===== config.mk =====
export PLATFORM = sky130hd
export DESIGN_NAME = spi_tx_serializer_flat
export DESIGN_NICKNAME = d
export VERILOG_FILES = /design/src/rtl/spi_tx_serializer_if.sv /design/src/rtl/spi_tx_serializer.sv /design/src/flat_wrapper.sv
export SDC_FILE = /design/constraint.sdc
export NUM_CORES = 1
export LEC_CHECK = 0
export ABC_AREA = 1
export ABC_CLOCK_PERIOD_IN_PS = 4600
export CORE_UTILIZATION = 56
export CTS_CLUSTER_SIZE = 16
export DETAILED_ROUTE_END_ITERATION = 8
export GPL_TIMING_DRIVEN = 0
export HOLD_SLACK_MARGIN = 0.05
export PLACE_DENSITY = 0.9
export RECOVER_POWER = 50
export SLEW_MARGIN = 25
export SYNTH_ARGS = -nofsm -noshare
export SYNTH_HDL_FRONTEND = slang
export SYNTH_SLANG_ARGS = --single-unit

===== constraint.sdc =====
create_clock -name aclk -period 4.6 [get_ports aclk]
set_clock_uncertainty 0.2 [all_clocks]
set_input_delay 0.92 -clock aclk [delete_from_list [all_inputs] [get_ports aclk]]
set_output_delay 0.92 -clock aclk [all_outputs]
set_load 0.05 [all_outputs]

===== src/rtl/spi_tx_serializer_if.sv =====
// Parallel word handshake between the upstream word source and spi_tx_serializer.
// master: word source (drives s_data/s_valid); slave: the serializer (drives s_ready).
interface spi_tx_serializer_if #(
  parameter int DATA_W = 32
) ();
  logic [DATA_W-1:0] s_data;
  logic              s_valid;
  logic              s_ready;

  modport master (
    output s_data,
    output s_valid,
    input  s_ready
  );

  modport slave (
    input  s_data,
    input  s_valid,
    output s_ready
  );
endinterface


===== src/rtl/spi_tx_serializer.sv =====
// spi_tx_serializer: takes parallel words on a valid/ready handshake and shifts
// each one out MSB-first on sclk/sdata/svalid, sclk being aclk divided by 2*CLK_DIV.
// sdata/svalid only move on sclk falling events, so they are stable at every rising
// edge. At least GAP_CYCLES sclk periods of svalid low separate packets.
// Optional feature macro: SPI_TX_PKT_CNT_EN adds a 16-bit wrapping packet counter
// output pkt_count that steps when svalid falls at the end of a packet.
module spi_tx_serializer #(
  parameter int packet_length = 32,
  parameter int CLK_DIV       = 4,
  parameter int GAP_CYCLES    = 4
) (
  input  logic                 aclk,
  input  logic                 aresetn,
  spi_tx_serializer_if.slave   s_if,
  output logic                 sclk,
  output logic                 sdata,
  output logic                 svalid,
  output logic                 busy
`ifdef SPI_TX_PKT_CNT_EN
  ,
  output logic [15:0]          pkt_count
`endif
);

  localparam int BW = $clog2(packet_length);
  localparam int GW = $clog2(GAP_CYCLES + 1);
  localparam int DW = $clog2(CLK_DIV + 1);

  localparam logic [BW-1:0] LAST_BIT = BW'(packet_length - 1);
  localparam logic [GW-1:0] LAST_GAP = GW'(GAP_CYCLES - 1);
  localparam logic [DW-1:0] LAST_DIV = DW'(CLK_DIV - 1);

  typedef enum logic [1:0] {
    IDLE  = 2'd0,
    ARM   = 2'd1,
    SHIFT = 2'd2,
    GAP   = 2'd3
  } state_t;

  state_t                   r_state;
  state_t                   w_state_nxt;

  logic [DW-1:0]            r_div_cnt;
  logic                     r_sclk;
  logic                     w_div_wrap;
  logic                     w_fall;

  logic [packet_length-1:0] r_shift;
  logic [BW-1:0]            r_bit_cnt;
  logic [GW-1:0]            r_gap_cnt;
  logic                     r_sdata;
  logic                     r_svalid;
  logic                     r_s_ready;
  logic                     r_busy;

  logic                     w_load;
  logic                     w_start;
  logic                     w_shift;
  logic                     w_end;
  logic                     w_gap_inc;

  assign w_div_wrap = (r_div_cnt == LAST_DIV);
  // A fall event is the cycle whose edge takes sclk from 1 to 0.
  assign w_fall     = w_div_wrap && r_sclk;

  // Free-running sclk divider: toggle sclk every CLK_DIV aclk cycles.
  always_ff @(posedge aclk) begin
    if (!aresetn) begin
      r_div_cnt <= '0;
      r_sclk    <= 1'b0;
    end else if (w_div_wrap) begin
      r_div_cnt <= '0;
      r_sclk    <= ~r_sclk;
    end else begin
      r_div_cnt <= r_div_cnt + 1'b1;
    end
  end

  // FSM state register.
  always_ff @(posedge aclk) begin
    if (!aresetn) begin
      r_state <= IDLE;
    end else begin
      r_state <= w_state_nxt;
    end
  end

  // FSM next-state and per-cycle action strobes; everything outside IDLE waits on fall events.
  always_comb begin
    w_state_nxt = r_state;
    w_load      = 1'b0;
    w_start     = 1'b0;
    w_shift     = 1'b0;
    w_end       = 1'b0;
    w_gap_inc   = 1'b0;
    case (r_state)
      IDLE: begin
        if (s_if.s_valid && r_s_ready) begin
          w_state_nxt = ARM;
          w_load      = 1'b1;
        end
      end
      ARM: begin
        if (w_fall) begin
          w_state_nxt = SHIFT;
          w_start     = 1'b1;
        end
      end
      SHIFT: begin
        if (w_fall) begin
          if (r_bit_cnt == LAST_BIT) begin
            w_state_nxt = GAP;
            w_end       = 1'b1;
          end else begin
            w_shift = 1'b1;
          end
        end
      end
      GAP: begin
        if (w_fall) begin
          if (r_gap_cnt == LAST_GAP) begin
            w_state_nxt = IDLE;
          end else begin
            w_gap_inc = 1'b1;
          end
        end
      end
      default: w_state_nxt = IDLE;
    endcase
  end

  // Registered control outputs and counters; s_ready/busy are derived from the next state
  // so they line up with the state register without any path from s_valid.
  always_ff @(posedge aclk) begin
    if (!aresetn) begin
      r_sdata   <= 1'b0;
      r_svalid  <= 1'b0;
      r_s_ready <= 1'b0;
      r_busy    <= 1'b0;
      r_bit_cnt <= '0;
      r_gap_cnt <= '0;
    end else begin
      r_s_ready <= (w_state_nxt == IDLE);
      r_busy    <= (w_state_nxt != IDLE);
      if (w_load) begin
        r_bit_cnt <= '0;
      end
      if (w_start) begin
        r_svalid <= 1'b1;
        r_sdata  <= r_shift[packet_length-1];
      end
      if (w_shift) begin
        r_sdata   <= r_shift[packet_length-2];
        r_bit_cnt <= r_bit_cnt + 1'b1;
      end
      if (w_end) begin
        r_svalid  <= 1'b0;
        r_sdata   <= 1'b0;
        r_gap_cnt <= '0;
      end
      if (w_gap_inc) begin
        r_gap_cnt <= r_gap_cnt + 1'b1;
      end
    end
  end

  // Word shift register: captured only at the handshake, so later s_data changes are ignored.
  always_ff @(posedge aclk) begin
    if (w_load) begin
      r_shift <= s_if.s_data;
    end else if (w_shift) begin
      r_shift <= {r_shift[packet_length-2:0], 1'b0};
    end
  end

`ifdef SPI_TX_PKT_CNT_EN
  logic [15:0] r_pkt_count;

  // Completed-packet counter, stepping on the same edge that drops svalid.
  always_ff @(posedge aclk) begin
    if (!aresetn) begin
      r_pkt_count <= '0;
    end else if (w_end) begin
      r_pkt_count <= r_pkt_count + 16'd1;
    end
  end

  assign pkt_count = r_pkt_count;
`endif

  assign s_if.s_ready = r_s_ready;
  assign sclk         = r_sclk;
  assign sdata        = r_sdata;
  assign svalid       = r_svalid;
  assign busy         = r_busy;

endmodule


===== src/flat_wrapper.sv =====
// flat-port wrapper written by rule: the top's interface ports become plain ports
module spi_tx_serializer_flat 
#(
  parameter int packet_length = 32,
  parameter int CLK_DIV       = 4,
  parameter int GAP_CYCLES    = 4
)
  (aclk, aresetn, sclk, sdata, svalid, busy, s_if_s_data, s_if_s_valid, s_if_s_ready);
  spi_tx_serializer_if #(.DATA_W((32))) s_if_i ();
  input  logic aclk;
  input  logic aresetn;
  output logic sclk;
  output logic sdata;
  output logic svalid;
  output logic busy;
  input wire logic [$bits(s_if_i.s_data)-1:0] s_if_s_data;
  input wire logic [$bits(s_if_i.s_valid)-1:0] s_if_s_valid;
  output wire logic [$bits(s_if_i.s_ready)-1:0] s_if_s_ready;
  assign s_if_i.s_data = s_if_s_data;
  assign s_if_i.s_valid = s_if_s_valid;
  assign s_if_s_ready = s_if_i.s_ready;
  spi_tx_serializer #(.packet_length(packet_length), .CLK_DIV(CLK_DIV), .GAP_CYCLES(GAP_CYCLES)) u_core (.aclk(aclk), .aresetn(aresetn), .s_if(s_if_i), .sclk(sclk), .sdata(sdata), .svalid(svalid), .busy(busy));
endmodule

# Word-level counts from Yosys, hierarchy flattened
# Index checks and enable logic that the tools add are counted.
# W data, S select, Z words.
word_totals:
  out_inout_bits: 5
  wordCells: 59
  ff_bits: 50
op_classes:
  add_sub_neg: 3
  mux: 28
  bitwise_logic: 2
  reduce_logical: 10
  n_eq_ne: 6
op_table:
  columns: ["operator", "n"]
  rows:
  - ["$mux W32", 2]
  - ["$mux W1", 15]
  - ["$mux W2", 6]
  - ["$mux W5", 2]
  - ["$pmux W2 S4", 1]
  - ["$reduce_bool A2 Y1", 4]
  - ["$add A3 B1 Y3 const B", 2]
  - ["$eq A3 B2 Y1 const B", 2]
  - ["$mux W3", 2]
  - ["$add A5 B1 Y5 const B", 1]
  - ["$eq A5 B5 Y1 const B", 1]
  - ["$eq A2 B2 Y1 const B", 2]
  - ["$logic_not A2 Y1", 2]
  - ["$reduce_or A2 Y1", 2]
  - ["$eq A2 B1 Y1 const B", 1]
  - ["$logic_and A1 B1 Y1", 2]
  - ["$not A1 Y1", 2]

# Logic depth before layout (Yosys ltp)
depth:
  word_depth: 6
  ltp_mapped: 10

# Worst setup path after synthesis
# No wires, ideal clock.
synth_path:
  path_type: "input-to-reg"
  startpoint: "input port s_if_s_valid"
  endpoint: "register u_core.r_shift[0] (enable)"
  t_required_ns: 4.010
  path_stages: 4
  t_arrival_ns: 1.914
  path_slack_ns: 2.095
  cell_sequence: "nand2_1 inv_1 nand2_2 nand2_1"
synth_between:
  elab_chain_cells: 4
synth_rtl:
  columns: ["element", "line_no", "rtl"]
  rows:
  - ["from (decl)", "flat_wrapper.sv:17", "input wire logic [$bits(s_if_i.s_valid)-1:0] s_if_s_valid;"]
  - ["$logic_and A1 B1 Y1", "spi_tx_serializer.sv:98", "if (s_if.s_valid && r_s_ready) begin"]
  - ["$mux W1", "spi_tx_serializer.sv:98", null]
  - ["$mux W1", "spi_tx_serializer.sv:96", "case (r_state)"]
  - ["$reduce_bool A2 Y1 (no line)", null, null]
  - ["to (signal assigned)", "spi_tx_serializer.sv:170", "r_shift <= s_if.s_data;"]
  - ["to (signal assigned)", "spi_tx_serializer.sv:172", "r_shift <= {r_shift[packet_length-2:0], 1'b0};"]
  - ["to (decl)", "spi_tx_serializer.sv:48", "logic [packet_length-1:0] r_shift;"]
# No other way between the ends.
# A chain may end at the register's enable or synchronous reset.

# Worst setup path after layout
layout_path:
  startpoint: "input port s_if_s_valid"
  endpoint: "register u_core.r_shift[12] (enable)"
# Same word-level chain as after synthesis.

==> impl.org <==
** Outcome
- The run finished with clean final reports.

** Yosys
- Synthesized flop and latch total :: 50
- Warnings, synthesis :: 0
- By area the synthesized netlist is led by sky130_fd_sc_hd__edfxtp_1 (43%), sky130_fd_sc_hd__nand2_1 (20%), sky130_fd_sc_hd__dfxtp_1 (16%), sky130_fd_sc_hd__ha_1 (3.4%), sky130_fd_sc_hd__nand3_1 (2.9%).
- Post-Synthesis Cells :: 249
- Syn_area_per_cell :: 8.944 µm²
- Distinct cell type count after synthesis :: 21
- Counting every net in the synthesized netlist gives 290.
- Leading area contributor after synthesis :: sky130_fd_sc_hd__edfxtp_1
- Sequential share of the synthesized area :: 59.33%
- The cell area that synthesis handed to floorplanning was 2227 µm².
- Proportion of netlist area held by the largest area contributor :: 43.15%

** STA
- Worst hold slack :: 219.2 ps
- Pin slew with the least headroom to its limit :: 748.4 ps
- Final setup fails :: 0
- Fmax achieved :: 0.3667 GHz
- Final hold violation count :: 0
- Share of the clock period used by the worst path after layout :: 59.28%
- Final number of max-transition violations :: 0
- After routing, the total negative slack on setup checks comes to 0 ps.
- The worst pin sits at a relative slew slack of 49.93%.
- Setup repair after global routing missed its margin :: no
- Subtracting the final worst setup slack from the clock period gives 2727 ps.

** Finish
- Leaving out filler cells and counting taps, the final layout contains 344.
- Fraction of final layout cells with drive strength greater than 1 :: 6.081%
- In the layout the commonest cells are sky130_fd_sc_hd__nand2_1 (118), sky130_fd_sc_hd__clkdlybuf4s50_1 (37), sky130_fd_sc_hd__edfxtp_1 (32).
- Most common cell after layout, fill and taps aside :: sky130_fd_sc_hd__nand2_1
- After the last flow step, the layout net total stands at 336.
- Final antenna diode count :: 0
- Area growth from synthesis to final layout :: 22.75%
- Filler cell count in the final layout :: 301

** Setup path
- CP Cell Sequence :: dlygate4sd3_1, nand2_1, inv_1, nand2_1, nand2_2
- Kind of critical path :: in -> reg
- Required time at the worst-slack endpoint :: 4330 ps
- Cell class contributing the biggest share of worst-path delay :: simple AND/OR/NAND/NOR gates
- On the worst path, the slowest cell contributes a delay of 640 ps.
- The worst setup path is captured at a flop.
- Launching element type of the critical path :: primary input
- Critical path's slowest cell :: sky130_fd_sc_hd__nand2_2
- Counting stages on the worst path, the most repeated cell is sky130_fd_sc_hd__nand2_1.
- The number of buffers and inverters on the critical path is 2.
- Largest fanout on the critical path :: 33
- For the worst setup path, the data arrival time is 2460 ps.

** Hold path
- In this run the worst hold path is classified as reg -> reg.

** Global routing
- The first global-routing pass estimated 7.120 mm of wire.
- Entering global routing, the biggest net connects 34 pins.
- For this run, the total global-route usage over all layers was measured as 22.44%.
- Global routing finished with a remaining overflow of 0.
- The initial antenna violation count is 0.
- Via count of the first global-routing pass :: 1,645

** CTS
- The later pin in the worst-skew pair is clocked with a latency of 300 ps.
- TritonCTS built the clock tree.
- Counting every sink on the clock net gives 50.
- The cell sitting at the root of the clock tree is a sky130_fd_sc_hd__clkbuf_8.
- Quantity of gates resized following cts :: 0
- Worst-case clock buffer depth :: 2
- Buffers inserted during clock tree synthesis total 5.
- Clock transition time at the flip-flop clock pins of the worst setup and hold paths :: 80 ps
- Setup Fix Bufs, Post-CTS :: 0
- After clock tree synthesis, the flow added hold-fix buffers numbering 0.
- In this run the number of H-tree levels came out at 2.

** Job
- The tool flagged a number of max-cap violations equal to 0.

** Place
- Routability-driven placement finished with a final weighted congestion of 0.8241.
- Port Buffers :: 39
- After legalization and detailed placement, the total HPWL measured 2.917 mm.
- Post-Place Cells :: 336

** Routing
- Wire length reported by the detailed router :: 4.026 mm
- In the final routed layout, each cell accounts on average for 11.70 µm.
- Pre-antenna DRT Iters :: 4
- Post-detailed-route DRC marker count :: 0
- DR vias :: 1,746
- Routed vias/inst :: 5.076
- In this run the remaining antenna-violating nets after routing total 0.
- The detailed router finished its first iteration with 114 violations.

** Power and ir drop
- Static Leakage :: 1.197 nW
- Overall Power :: 0.8660 mW
- Across the VDD grid, the largest voltage drop is 0.0002333 V.
- Dividing total power by cell area gives a power density of 316.8 nW/µm².

** Floorplanning
- Number of top-level pins :: 40
- Die area :: 4233 µm²
- The floorplan step defined a core boundary enclosing 3744 µm².
- Row count :: 22
- Once the floorplan was initialized, standard cells occupied 59.49% of the core.
- The die is 65.07 µm wide.
- In this run the vertical extent of the chip is 65.07 µm.
-- state kept, by name, indices dropped and copies added, names as in the netlist --
signal,count
u_core.r_bit_cnt,5
u_core.r_gap_cnt,3
u_core.r_state,2
u_core.r_div_cnt,3
u_core.s_if.s_ready,1
u_core.sdata,1
u_core.busy,1
u_core.sclk,1
u_core.r_shift,32
u_core.svalid,1
-- layer usage --
| metal | GRT usage [%] | vias to the layer above | share of wire, % |
|---|---|---|---|
| met5 | 0 | - | 0 |
| met4 | 6.522 | 0 | 1.4 |
| met3 | 6.162 | 8 | 4.4 |
| met2 | 37.11 | 47 | 47 |
| met1 | 28.77 | 798 | 47 |
| li1 | - | 893 | - |
-- cell type report --
type | instances | area, µm² | area share, %
Timing Repair Buffer | 39 | 390.4 | 14.28
Multi-Input combinational cell | 177 | 785.8 | 28.74
Tap cell | 48 | 60.06 | 2.197
Inverter | 15 | 61.31 | 2.243
Clock inverter | 2 | 8.758 | 0.3204
Buffer | 7 | 33.78 | 1.236
Sequential cell | 50 | 1321 | 48.33
Clock buffer | 6 | 72.57 | 2.654
-- power by group --
group,switching (mW),internal (mW),total (mW)
clock,0.135,0.105,0.240
combinational,0.0615,0.0494,0.111
sequential,0.00752,0.508,0.515
total,0.204,0.662,0.866
-- through the flow --
stage          util (%)  worst slack [ps]  cell area (µm²)
6_report          73.03              1873             2734
3_3_place_gp      71.52              1336             2678
5_1_grt           73.03              1747             2734
4_1_cts           73.76              1976             2761
3_5_place_dp      71.59              1701             2680
2_1_floorplan         -              2095             2227
-- path summary, 6_finish.rpt --
kind / slack, ps / startpoint / depth (start not counted) / to
hold / removal: 220 / u_core.r_div_cnt[0]$_SDFF_PP0_ / 1 / u_core.r_div_cnt[0]$_SDFF_PP0_
setup reg to reg: 2250 / u_core.r_bit_cnt[0]$_SDFFE_PN0P_ / 7 / u_core.r_shift[12]$_DFFE_PP_
setup / recovery: 1870 / s_if_s_valid / 5 / u_core.r_shift[12]$_DFFE_PP_
hold reg to reg: 220 / u_core.r_div_cnt[0]$_SDFF_PP0_ / 1 / u_core.r_div_cnt[0]$_SDFF_PP0_
-- logic make-up (layout without fill, tap and decap cells) --
family,after synthesis,after routing,share of synthesized area [%]
simple gates,159,159,29.16
buf+inv,22,69,5.281
flops,50,50,59.33
compound gates,12,12,2.865
fa+ha+maj,6,6,3.371
-- synth_stat cells, drive strengths merged --
cell and number:
nand4 2, nor2 20, inv 14, nand3 13
nand3b 2, o21ai 3, dfxtp 18, ha 6
or2 1, nor3 1, edfxtp 32, a21oi 9
clkinv 1, buf 7, nand2 120
(Power assumes the default switching activity.)
